[src/rtl/fetch_sequencer_if.sv]
// ROM read port of the fetch sequencer: request/address out, ack/data back.
// The sequencer holds rom_req and rom_addr steady until the ROM acks.
interface fetch_sequencer_if #(
  parameter int INSN_WIDTH = 9,
  parameter int PC_WIDTH   = 8
) ();
  logic                  rom_req;
  logic [PC_WIDTH-1:0]   rom_addr;
  logic                  rom_ack;
  logic [INSN_WIDTH-1:0] rom_data;

  modport master (
    output rom_req,
    output rom_addr,
    input  rom_ack,
    input  rom_data
  );

  modport slave (
    input  rom_req,
    input  rom_addr,
    output rom_ack,
    output rom_data
  );
endinterface

[src/rtl/fetch_sequencer.sv]
// Instruction-fetch sequencer: owns the PC, fetches over the ROM req/ack port, shows each word for one EXEC cycle.
// Two cycles per instruction plus one per ROM wait cycle; a slow ROM just holds the request and address.
module fetch_sequencer #(
  parameter int INSN_WIDTH = 9,
  parameter int DATA_WIDTH = 8,
  parameter int PC_WIDTH   = 8,
  parameter int CNT_WIDTH  = 16
) (
  input  logic                  clk,
  input  logic                  reset,
  input  logic                  start,
  fetch_sequencer_if.master     rom,
  output logic [INSN_WIDTH-1:0] insn_out,
  output logic                  insn_valid,
  input  logic                  halt,
  input  logic                  branch,
  input  logic                  jump,
  input  logic                  relative,
  input  logic [DATA_WIDTH-1:0] destBranchJump,
  input  logic                  compare_flag,
  output logic [PC_WIDTH-1:0]   pc,
  output logic                  halted,
  output logic [CNT_WIDTH-1:0]  insn_count
);

  typedef enum logic [1:0] {
    ST_IDLE,
    ST_REQ,
    ST_EXEC,
    ST_HALTED
  } state_e;

  state_e                 state_q, state_d;
  logic [PC_WIDTH-1:0]    pc_q, pc_d;
  logic [INSN_WIDTH-1:0]  insn_q, insn_d;
  logic [CNT_WIDTH-1:0]   cnt_q, cnt_d;
  logic [PC_WIDTH-1:0]    pc_next;
  logic [PC_WIDTH-1:0]    rel_off;
  logic                   taken;
  logic                   rom_req_c;

  // Relative targets are taken from the branch's own address, so pc_q is the base.
  always_comb begin
    taken   = jump | (branch & compare_flag);
    rel_off = PC_WIDTH'($signed(destBranchJump));
    pc_next = pc_q + PC_WIDTH'(1);
    if (taken) begin
      if (relative) begin
        pc_next = pc_q + rel_off;
      end else begin
        pc_next = PC_WIDTH'(destBranchJump);
      end
    end
  end

  always_comb begin
    state_d    = state_q;
    pc_d       = pc_q;
    insn_d     = insn_q;
    cnt_d      = cnt_q;
    rom_req_c  = 1'b0;
    insn_valid = 1'b0;
    halted     = 1'b0;
    case (state_q)
      ST_IDLE, ST_HALTED: begin
        halted = (state_q == ST_HALTED);
        if (start) begin
          pc_d    = '0;
          cnt_d   = '0;
          state_d = ST_REQ;
        end
      end
      ST_REQ: begin
        rom_req_c = 1'b1;
        if (rom.rom_ack) begin
          insn_d  = rom.rom_data;
          state_d = ST_EXEC;
        end
      end
      ST_EXEC: begin
        insn_valid = 1'b1;
        // A halting instruction still retires and is counted.
        if (cnt_q != '1) begin
          cnt_d = cnt_q + CNT_WIDTH'(1);
        end
        if (halt) begin
          state_d = ST_HALTED;
        end else begin
          pc_d    = pc_next;
          state_d = ST_REQ;
        end
      end
      default: begin
        state_d = ST_IDLE;
      end
    endcase
  end

  always_ff @(posedge clk) begin
    if (reset) begin
      state_q <= ST_IDLE;
      pc_q    <= '0;
      insn_q  <= '0;
      cnt_q   <= '0;
    end else begin
      state_q <= state_d;
      pc_q    <= pc_d;
      insn_q  <= insn_d;
      cnt_q   <= cnt_d;
    end
  end

  assign rom.rom_req  = rom_req_c;
  assign rom.rom_addr = pc_q;
  assign insn_out     = insn_q;
  assign pc           = pc_q;
  assign insn_count   = cnt_q;

endmodule

[src/flat_wrapper.sv]
// flat-port wrapper written by rule: the top's interface ports become plain ports
module fetch_sequencer_flat 
#(
  parameter int INSN_WIDTH = 9,
  parameter int DATA_WIDTH = 8,
  parameter int PC_WIDTH   = 8,
  parameter int CNT_WIDTH  = 16
)
  (clk, reset, start, insn_out, insn_valid, halt, branch, jump, relative, destBranchJump, compare_flag, pc, halted, insn_count, rom_rom_req, rom_rom_addr, rom_rom_ack, rom_rom_data);
  fetch_sequencer_if #(.INSN_WIDTH(INSN_WIDTH), .PC_WIDTH(PC_WIDTH)) rom_i ();
  input  logic clk;
  input  logic reset;
  input  logic start;
  output logic [INSN_WIDTH-1:0] insn_out;
  output logic insn_valid;
  input  logic halt;
  input  logic branch;
  input  logic jump;
  input  logic relative;
  input  logic [DATA_WIDTH-1:0] destBranchJump;
  input  logic compare_flag;
  output logic [PC_WIDTH-1:0] pc;
  output logic halted;
  output logic [CNT_WIDTH-1:0] insn_count;
  output wire logic [$bits(rom_i.rom_req)-1:0] rom_rom_req;
  output wire logic [$bits(rom_i.rom_addr)-1:0] rom_rom_addr;
  input wire logic [$bits(rom_i.rom_ack)-1:0] rom_rom_ack;
  input wire logic [$bits(rom_i.rom_data)-1:0] rom_rom_data;
  assign rom_rom_req = rom_i.rom_req;
  assign rom_rom_addr = rom_i.rom_addr;
  assign rom_i.rom_ack = rom_rom_ack;
  assign rom_i.rom_data = rom_rom_data;
  fetch_sequencer #(.INSN_WIDTH(INSN_WIDTH), .DATA_WIDTH(DATA_WIDTH), .PC_WIDTH(PC_WIDTH), .CNT_WIDTH(CNT_WIDTH)) u_core (.clk(clk), .reset(reset), .start(start), .rom(rom_i), .insn_out(insn_out), .insn_valid(insn_valid), .halt(halt), .branch(branch), .jump(jump), .relative(relative), .destBranchJump(destBranchJump), .compare_flag(compare_flag), .pc(pc), .halted(halted), .insn_count(insn_count));
endmodule
[config.mk]
export PLATFORM = sky130hd
export DESIGN_NAME = fetch_sequencer_flat
export DESIGN_NICKNAME = d
export VERILOG_FILES = /design/src/rtl/fetch_sequencer_if.sv /design/src/rtl/fetch_sequencer.sv /design/src/flat_wrapper.sv
export SDC_FILE = /design/constraint.sdc
export NUM_CORES = 1
export LEC_CHECK = 0
export CELL_PAD_IN_SITES_DETAIL_PLACEMENT = 1
export CELL_PAD_IN_SITES_GLOBAL_PLACEMENT = 2
export CORE_UTILIZATION = 26
export CTS_CLUSTER_DIAMETER = 40
export DETAILED_ROUTE_END_ITERATION = 12
export GPL_ROUTABILITY_DRIVEN = 0
export GPL_TIMING_DRIVEN = 0
export PLACE_DENSITY_LB_ADDON = 0.1
export REMOVE_ABC_BUFFERS = 1
export SLEW_MARGIN = 10
export SYNTH_ARGS = -nofsm -noshare
export SYNTH_HDL_FRONTEND = slang
export SYNTH_SLANG_ARGS = --single-unit
[constraint.sdc]
create_clock -name clk -period 3.1 [get_ports clk]
set_input_delay 0.31 -clock clk [delete_from_list [all_inputs] [get_ports clk]]
set_output_delay 0.31 -clock clk [all_outputs]
set_load 0.01 [all_outputs]
After elaboration in Yosys (flattened, before gate mapping) --
Index checks and enable logic that the tools add are counted.
Operators by class: reduce and logical (&&, ||, !) cells 7, equal/unequal tests 8, muxes and demuxes 15, $lt $le $gt $ge 0, multipliers 0, add/subtract/negate cells 3, shift-type cells 0, bitwise operators 2, div/mod/pow operators 0
Operators with widths (count):
- 2-to-1 mux 16 bit | 2
- 2-to-1 mux 8 bit | 4
- one-hot mux 16 bit (2 select lines) | 1
- adder 16 x 1 -> 16 bit (second input constant) | 1
- != test 16 bit (second input constant) | 1
- one-hot mux 8 bit (2 select lines) | 1
- adder 8 x 1 -> 8 bit (second input constant) | 1
- adder 8 bit | 1
- 2-to-1 mux 2 bit | 3
- != test 2 bit (second input constant) | 3
- one-hot mux 2 bit (3 select lines) | 1
- AND reduction 3 bit | 2
- == test 2 bit (second input constant) | 2
- AND reduction 2 bit | 2
- 2-to-1 mux 1 bit | 3
- == test 2 x 1 -> 1 bit (second input constant) | 1
- logical NOT 2 bit | 1
- != test 2 x 1 -> 1 bit (second input constant) | 1
- nonzero test 2 bit | 1
- OR reduction 2 bit | 1
- bitwise AND 1 bit | 1
- bitwise OR 1 bit | 1
Storage, ports and cells: memories kept 0, bits in read-only memories 0, register bits after elaboration 35, bits in latches 0, output and inout bits 44, bits in writable memories 0, bits of input ports 26

Depth between registers and ports, before layout --
Gate-level depths: netlist of the first run.
word-level depth 5, gate-level depth with buffers 8

Worst setup path before layout of the first run --
OpenSTA, ideal clock, no wires.
path kind flip-flop to flip-flop, start point register u_core.state_q[0], end point register u_core.cnt_q[13] (netlist: u_core.insn_count[13]), cell stages (with the launch flop) 8, setup slack 0.975 ns, data arrival time 2.054 ns, required time 3.029 ns, cell sequence dfxtp_1 -> inv_1 -> ha_1 -> mux2i_1 -> or2_1 -> a2111o_1 -> or3_1 -> a21oi_1
Between the ends: cells in the longest elaborated chain, start to end 4, elaborated cells on any way between the ends 9, those cells by class 4 x eq/ne; 1 x mux; 4 x reduce/logical
RTL lines:
- from (decl) | RTL line fetch_sequencer.sv:33 | state_e state_q, state_d;
- from (signal assigned) | RTL line fetch_sequencer.sv:106 | state_q <= state_d;
- == test 2 bit or logical NOT 2 bit (tied branches) | RTL line fetch_sequencer.sv:64 | case (state_q)
- OR reduction 2 bit | RTL line fetch_sequencer.sv:64
- != test 2 bit (no line) or nonzero test 2 bit (tied branches)
- AND reduction 3 bit (no line)
- to (signal assigned) | RTL line fetch_sequencer.sv:109 | cnt_q <= cnt_d;
- to (decl) | RTL line fetch_sequencer.sv:36 | logic [CNT_WIDTH-1:0] cnt_q, cnt_d;
Several ways; a longest one is shown, not always the timed one. A chain may end at the register's enable or synchronous reset.

Worst setup path after layout of the first run --
start point register u_core.state_q[0], end point register u_core.cnt_q[15] (netlist: u_core.insn_count[15])
The elaborated chain is that of the path after synthesis.

==> results of run 1 <==
[layer usage]
| layer | vias to the layer above | global-route usage (%) | part of all wire (%) |
|---|---|---|---|
| met1 | 974 | 17.8 | 48 |
| li1 | 1026 | - | - |
| met5 | - | 0 | 0 |
| met3 | 5 | 3.40 | 4.2 |
| met4 | 0 | 3.13 | 0.68 |
| met2 | 33 | 24.4 | 47 |
[cell usage in the layout, fill, tap and decap left out, drive strengths merged, types with 4 or more instances in the layout]
master,netlist,final
nor2,22,22
o21ai,13,13
inv,6,6
nand4,7,7
clkdlybuf4s50,0,69
nand3,4,4
ha,13,13
clkbuf,8,7
nor3,5,5
a211oi,9,9
dfxtp,35,35
nand2,37,37
xnor2,7,7
a21oi,20,20
a31oi,4,4
a21o,5,5
xor2,12,12
mux2i,5,5
[through the flow]
step | area [um2] | hold slack, ns | std cells | setup WS, ns | utilization, %
floorplan | 2010 | 0.379 | 241 | 0.919 | -
detailed placement | 2840 | 0.451 | 412 | 0.346 | 36.5
CTS | 2920 | 0.461 | 420 | 0.550 | 37.6
global placement | 2830 | 0.442 | 412 | 0.340 | 36.5
finish | 2920 | 0.456 | 420 | 0.568 | 37.6
global route | 2920 | 0.481 | 420 | 0.349 | 37.6
[worst max-delay path by stage]
stage                                 start                     to  slack, ns
after detailed placement  destBranchJump[0]           u_core.pc[6]       0.35
after global routing      u_core.state_q[0]           u_core.pc[6]       0.35
final                     u_core.state_q[0]  u_core.insn_count[15]       0.57
after floorplan           u_core.state_q[0]  u_core.insn_count[13]       0.92
after global placement    destBranchJump[0]           u_core.pc[6]       0.34
after CTS                 u_core.state_q[0]  u_core.insn_count[15]       0.55
[critical path: stages, from the launching register on]
cell      delay, ns
dfxtp_1        0.36
inv_1          0.07
ha_1           0.45
mux2i_1        0.33
or2_1          0.34
a2111o_1       0.44
nor3_1         0.20
xnor2_1        0.15
nor2_1         0.05
[final cells by class]
type	count	area share, %
Inverter	6	0.772
Clock inverter	1	0.172
Timing Repair Buffer	69	23.7
Sequential cell	35	24.0
Tap cell	102	4.37
Multi-Input combinational cell	200	44.4
Clock buffer	7	2.62
[cells by family (layout without fill, tap and decap cells)]
kind of cell               count (synthesis)  in the layout  synth area share (%)
buffers and inverters                     22             83                  5.35
and+or+nand+nor                           93             93                  21.2
AOI/OAI and AO/OA                         68             68                  20.7
adders and majority gates                 14             14                  8.68
xor gates and xnor gates                  19             19                  7.91
DFF                                       35             35                  33.3
muxes                                      6              6                  2.91
[report_power, final]
part / switching [mW] / internal [mW] / total [mW]
sequential: 0.0119 / 0.463 / 0.475
clock: 0.160 / 0.158 / 0.318
combinational: 0.103 / 0.0951 / 0.199
total: 0.276 / 0.716 / 0.992
[flip-flops by register name (all words and copies together) (netlist names)]
name / count
u_core.pc: 8
u_core.state_q: 2
u_core.insn_count: 16
u_core.insn_out: 9
==> results.md, run 1 <==
- CTS Sinks: 35
- Largest net degree at the start of global routing: 22
- ANT cells: 0
- Total grt overflow: 0
- Worst reg2reg path depth: 8
- Worst reg2reg path endpoint: u_core.insn_count[15]
- Post-CTS Resized: 0
- Worst Hold End: u_core.insn_out[8]
- Synthesized area: between 0.002 and 0.0025 mm2
- Initial Util: between 20 and 30%
- Cts hold-fix bufs: 0
- Slew HR: 27.6%
- Worst Hold Launch: u_core.insn_out[8]
- Pins Over Slew Limit: 0
- Die W: 92.0 um
- Top FF cell, synth: dfxtp_1
- First-pass GRT wire length: ~9600 um
- Max Clock Freq: roughly 390 MHz
- Reg area: 701 um2
- Clk slew on worst S/H paths: 0.07 ns
- RSZ-0062 raised after global routing: false
- Dominant cells by area after synthesis: dfxtp_1 33%, ha_1 7.7%, nand2_1 6.6%
- TNS Setup: 0 ns
- Yosys reg bits: 35
- Area delta synth->final: 38.6%
- Cell leakage power: 1.06 nW
- PortBufs: 69
- Worst min-delay path class: flip-flop to flip-flop
- DRC Markers: 0
- Reg2reg start: u_core.state_q[0]
- DR iter-0 viols: 36
- Fillers: 950
- Critical path class: flip-flop to flip-flop
- Largest area contributor in the netlist: dfxtp_1
- Final HPWL DP: 4300 um
- Post-route ant nets: 0
- Most common cell in the netlist: nand2_1
- Hold Crit Depth: 2
- Crit path DAT: between 2 and 3 ns
- Share of cells above drive strength 1: 2.83%
- Num CTS Buffers: 5
- Register area share after synthesis: between 30 and 40%
- Status: complete, no violations
- CTS tree: built
- Worst Tran Pin Value: roughly 1.1 ns
- H-tree Lvls: 2
- Number of global-route vias before repair: between 1500 and 2000
- Max Cap Viol: 0
- Die ar.: about 0.0085 mm2
- Fin nets: about 360
- WL/cell: between 10 and 15 um
- Initial antenna violation count: 0
- DR vias: between 2000 and 2500
- Number of enable flip-flop cells after synthesis: 0
- Clock Tree Root: clkbuf_8
- Avg Inst Size Synth: roughly 8.2 um2
- Drt total wl: around 5900 um
- Multi-input gate area: between 0.001 and 0.0015 mm2
- Die Span Y: 92.0 um
- Mapped Cells: between 200 and 300
- Max Root-Sink Buffers: 2
- Commonest cells post-synth: 37 x nand2_1, 35 x dfxtp_1, 22 x nor2_1
- Synth warnings: 0
- Fin. Hold Viols: 0
- First-pass iteration count of the detailed router: 3
- CP Launch Type: flip-flop
- Clock Latency Late Sink: 0.28 ns
- Ys async rst share: 0%
- Setup Buffers After CTS: 0
- Core Area: around 0.0078 mm2
- Yosys top cell area share: between 30% and 40%
- FF-to-FF setup slack: about 0.57 ns
- Power Density: around 340 mW/mm2
- CP max FO: 13
- Tmin final: 2.53 ns
- Final setup violation count: 0
- Pwr Total: between 0.9 and 1 mW
- Num ports: 70
- Worst Setup End Kind: flip-flop
- Cell Rows: 32
- Total global-route track usage: 14.1%
- Yosys cell types: 42
- Drt via density: ~4.9
- Final cycle utilization of the critical path: approximately 80%
- Req. time, crit path: around 3.2 ns
- Peak supply drop: between 0.2 and 0.25 mV
- Worst Skew: approximately 0.005 ns
(Power assumes the default switching activity.)
==> inputs of run 2 (changes only) <==
--- a/config.mk
+++ b/config.mk
@@ -7,7 +7,7 @@
 export LEC_CHECK = 0
 export CELL_PAD_IN_SITES_DETAIL_PLACEMENT = 1
 export CELL_PAD_IN_SITES_GLOBAL_PLACEMENT = 2
-export CORE_UTILIZATION = 26
+export CORE_UTILIZATION = 23
 export CTS_CLUSTER_DIAMETER = 40
 export DETAILED_ROUTE_END_ITERATION = 12
 export GPL_ROUTABILITY_DRIVEN = 0
==> constraint.sdc (replaced) <==
create_clock -name clk -period 2.1 [get_ports clk]
set_input_delay 0.21 -clock clk [delete_from_list [all_inputs] [get_ports clk]]
set_output_delay 0.21 -clock clk [all_outputs]
set_load 0.01 [all_outputs]
==> run 2 against run 1 <==
The run now ends with DRC left; highest routed layer is now met5; maximum frequency is 23% higher; sequential power up 47%; critical path type unchanged; global-route usage is 0.36 points lower; die area rose by 13%; clock power increased by 52%; flip-flop and latch count did not move.
==> results.md, run 2 (synthesis gave the netlist of run 1 again) <==
- Reg2reg start: u_core.state_q[0] (unchanged)
- Max Root-Sink Buffers: 2 (unchanged)
- Largest register FFs: 16 (unchanged)
- Number of global-route vias before repair: 2108 (was 1977)
- Clock Tree Root: clkbuf_8 (unchanged)
- Placed inst area: 0.00284 mm2 (about the same)
- ANT cells: 0 (unchanged)
- Status: complete, but fails checks (was complete, no violations)
- Layout Utilization: 35.8% (was 37.6%)
- CP cell instances: inv_2 -> ha_4 -> mux2i_4 -> or2_1 -> a2111o_1 -> buf_4 -> buf_6 -> xor2_1 -> nor2_1 (was inv_1 -> ha_1 -> mux2i_1 -> or2_1 -> a2111o_1 -> nor3_1 -> xnor2_1 -> nor2_1)
- CTS tree: built (unchanged)
- H-tree Lvls: 2 (unchanged)
- Pwr Total: 1.52 mW (was 0.992 mW)
- Critical path's slowest cell: a2111o_1 (was ha_1)
- Worst Skew: 0.00791 ns (was 0.00500 ns)
- First-pass GRT wire length: 10600 um (was 9590 um)
- Cell Rows: 34 (was 32)
- PortBufs: 69 (unchanged)
- CP Launch Type: flip-flop (unchanged)
- DRC Markers: 12 (was 0)
- Die W: 97.7 um (was 92.0 um)
- Inst Count DP: 418 (was 412)
- Fin nets: 371 (was 357)
- Req. time, crit path: 2.24 ns (was 3.24 ns)
- Worst Hold Launch: u_core.insn_out[2] (was u_core.insn_out[8])
- Final HPWL DP: 4540 um (was 4300 um)
- Most common cell after layout, fill and taps aside: clkdlybuf4s50_1 (unchanged)
- Failing checks: DRC
- Initial Util: 23.9% (was 27.1%)
- Crit path DAT: 2.20 ns (was 2.67 ns)
- Final instance area: 0.00315 mm2 (was 0.00292 mm2)
- Drt via density: 4.80 (was 4.85)
- Die ar.: 0.00954 mm2 (was 0.00846 mm2)
- Total grt overflow: 0 (unchanged)
- Critical path class: flip-flop to flip-flop (unchanged)
- Worst Tran Pin Value: 0.844 ns (was 1.09 ns)
- Fillers: 1043 (was 950)
- Num CTS Buffers: 5 (unchanged)
- Cts hold-fix bufs: 0 (unchanged)
- Slew HR: 43.6% (was 27.6%)
- Worst reg2reg path endpoint: u_core.insn_count[9] (was u_core.insn_count[15])
- Post-route ant nets: 0 (unchanged)
- Worst Setup End Kind: flip-flop (unchanged)
- Share of cells above drive strength 1: 14.2% (was 2.83%)
- Worst reg2reg path depth: 9 (was 8)
- DR iter-0 viols: 46 (was 36)
- RSZ-0062 raised after global routing: true (was false)
- Tmin final: 2.06 ns (was 2.53 ns)
- Commonest cells after routing, fill and taps aside: 68 x clkdlybuf4s50_1, 36 x nand2_1, 29 x dfxtp_1, 22 x nor2_1, 17 x a21oi_1 (was 69 x clkdlybuf4s50_1, 37 x nand2_1, 35 x dfxtp_1, 22 x nor2_1, 20 x a21oi_1)
- Num ports: 70 (unchanged)
- CTS Sinks: 35 (unchanged)
- DR vias: 2111 (was 2038)
- Final setup violation count: 0 (unchanged)
- Non-Filler Instances: 440 (was 420)
- CP max FO: 7 (was 13)
- Final worst slack: 0.0420 ns (was 0.568 ns)
- Largest net degree at the start of global routing: 22 (unchanged)
- Worst Hold End: u_core.insn_out[2] (was u_core.insn_out[8])
- Cell leakage power: 1.15 nW (was 1.06 nW)
- Final cycle utilization of the critical path: 98.0% (was 81.7%)
- First-pass iteration count of the detailed router: 8 (was 3)
- Core Area: 0.00881 mm2 (was 0.00777 mm2)
- Worst min-delay path class: flip-flop to flip-flop (unchanged)
- Worst slack, placed: -0.549 ns (was 0.346 ns)
- Max Clock Freq: 486 MHz (was 395 MHz)
- Fin. Hold Viols: 0 (unchanged)
- Drt total wl: 6490 um (was 5920 um)
- WL/cell: 14.8 um (was 14.1 um)
- Total global-route track usage: 13.8% (was 14.1%)
- Clock Latency Late Sink: 0.28 ns (about the same)
- Initial antenna violation count: 1 (was 0)
- Hold Crit Depth: 2 (unchanged)
- FF-to-FF setup slack: 0.04 ns (was 0.57 ns)
- Power Density: 483 mW/mm2 (was 340 mW/mm2)
- Max Cap Viol: 0 (unchanged)
- Reg area: 713 um2 (was 701 um2)
- Pins Over Slew Limit: 0 (unchanged)
- Multi-input gate area: 0.00140 mm2 (was 0.00129 mm2)
- Die Span Y: 97.7 um (was 92.0 um)
- Clk slew on worst S/H paths: 0.07 ns (about the same)
- Area delta synth->final: 49.6% (was 38.6%)
- Delay of the slowest critical-path stage: 0.39 ns (was 0.45 ns)
- Peak supply drop: 0.217 mV (was 0.218 mV)
[run 2: stage by stage]
step                TNS (ns)  hold WS [ns]
floorplan             -0.281         0.279
global placement      -10.25         0.441
detailed placement     -6.82         0.452
CTS                 -0.00176         0.464
global route          -0.307         0.471
finish                     0         0.459
[run 2: worst max-delay path by stage]
stage,from,endpoint,slack [ns],cells past startpoint
6_report,u_core.state_q[0],u_core.insn_count[9],0.04,9
4_1_cts,u_core.state_q[0],u_core.insn_count[12],-0.002,7
2_1_floorplan,u_core.state_q[0],u_core.insn_count[13],-0.08,7
5_1_grt,u_core.pc[0],u_core.pc[6],-0.07,8
3_3_place_gp,destBranchJump[0],u_core.pc[6],-0.56,9
3_5_place_dp,destBranchJump[0],u_core.pc[6],-0.55,9
[run 2: metal layers]
| layer | share of wire (%) | global-route usage, % |
|---|---|---|
| met1 | 46 | 17.7 |
| met2 | 49 | 23.1 |
| met3 | 4.2 | 3.53 |
| met4 | 0.59 | 3.15 |
| met5 | 0.15 | 0 |
[run 2: critical path, delay by kind of cell (launching register included)]
kind	cells	cell delay, ns
flip-flops	1	0.35
adder cells (fa/ha/maj)	1	0.22
AO/OA/AOI/OAI	1	0.39
XOR/XNOR	1	0.12
AND/OR/NAND/NOR	2	0.31
buffers and inverters	3	0.32
multiplexers	1	0.22
[run 2: final cells by class]
class	count	share of cell area, %
clock inverter	1	0.159
multi-input combinational	200	44.4
inverter	6	0.715
timing repair buffer	83	25.3
tap	108	4.29
sequential	35	22.6
clock buffer	7	2.42
[run 2: power by group]
part	switching, mW	internal, mW	total, mW
Clock	0.250	0.233	0.483
Combinational	0.169	0.169	0.338
Sequential	0.0151	0.684	0.699
[run 2: timing repair]
action | in CTS | in global routing
hold endpoints to repair | 0 | 0
gates resized for setup | 17 | 15
setup buffers | 5 | 9
endpoints found under the setup margin | 24 | 16
pin swaps | 7 | 10
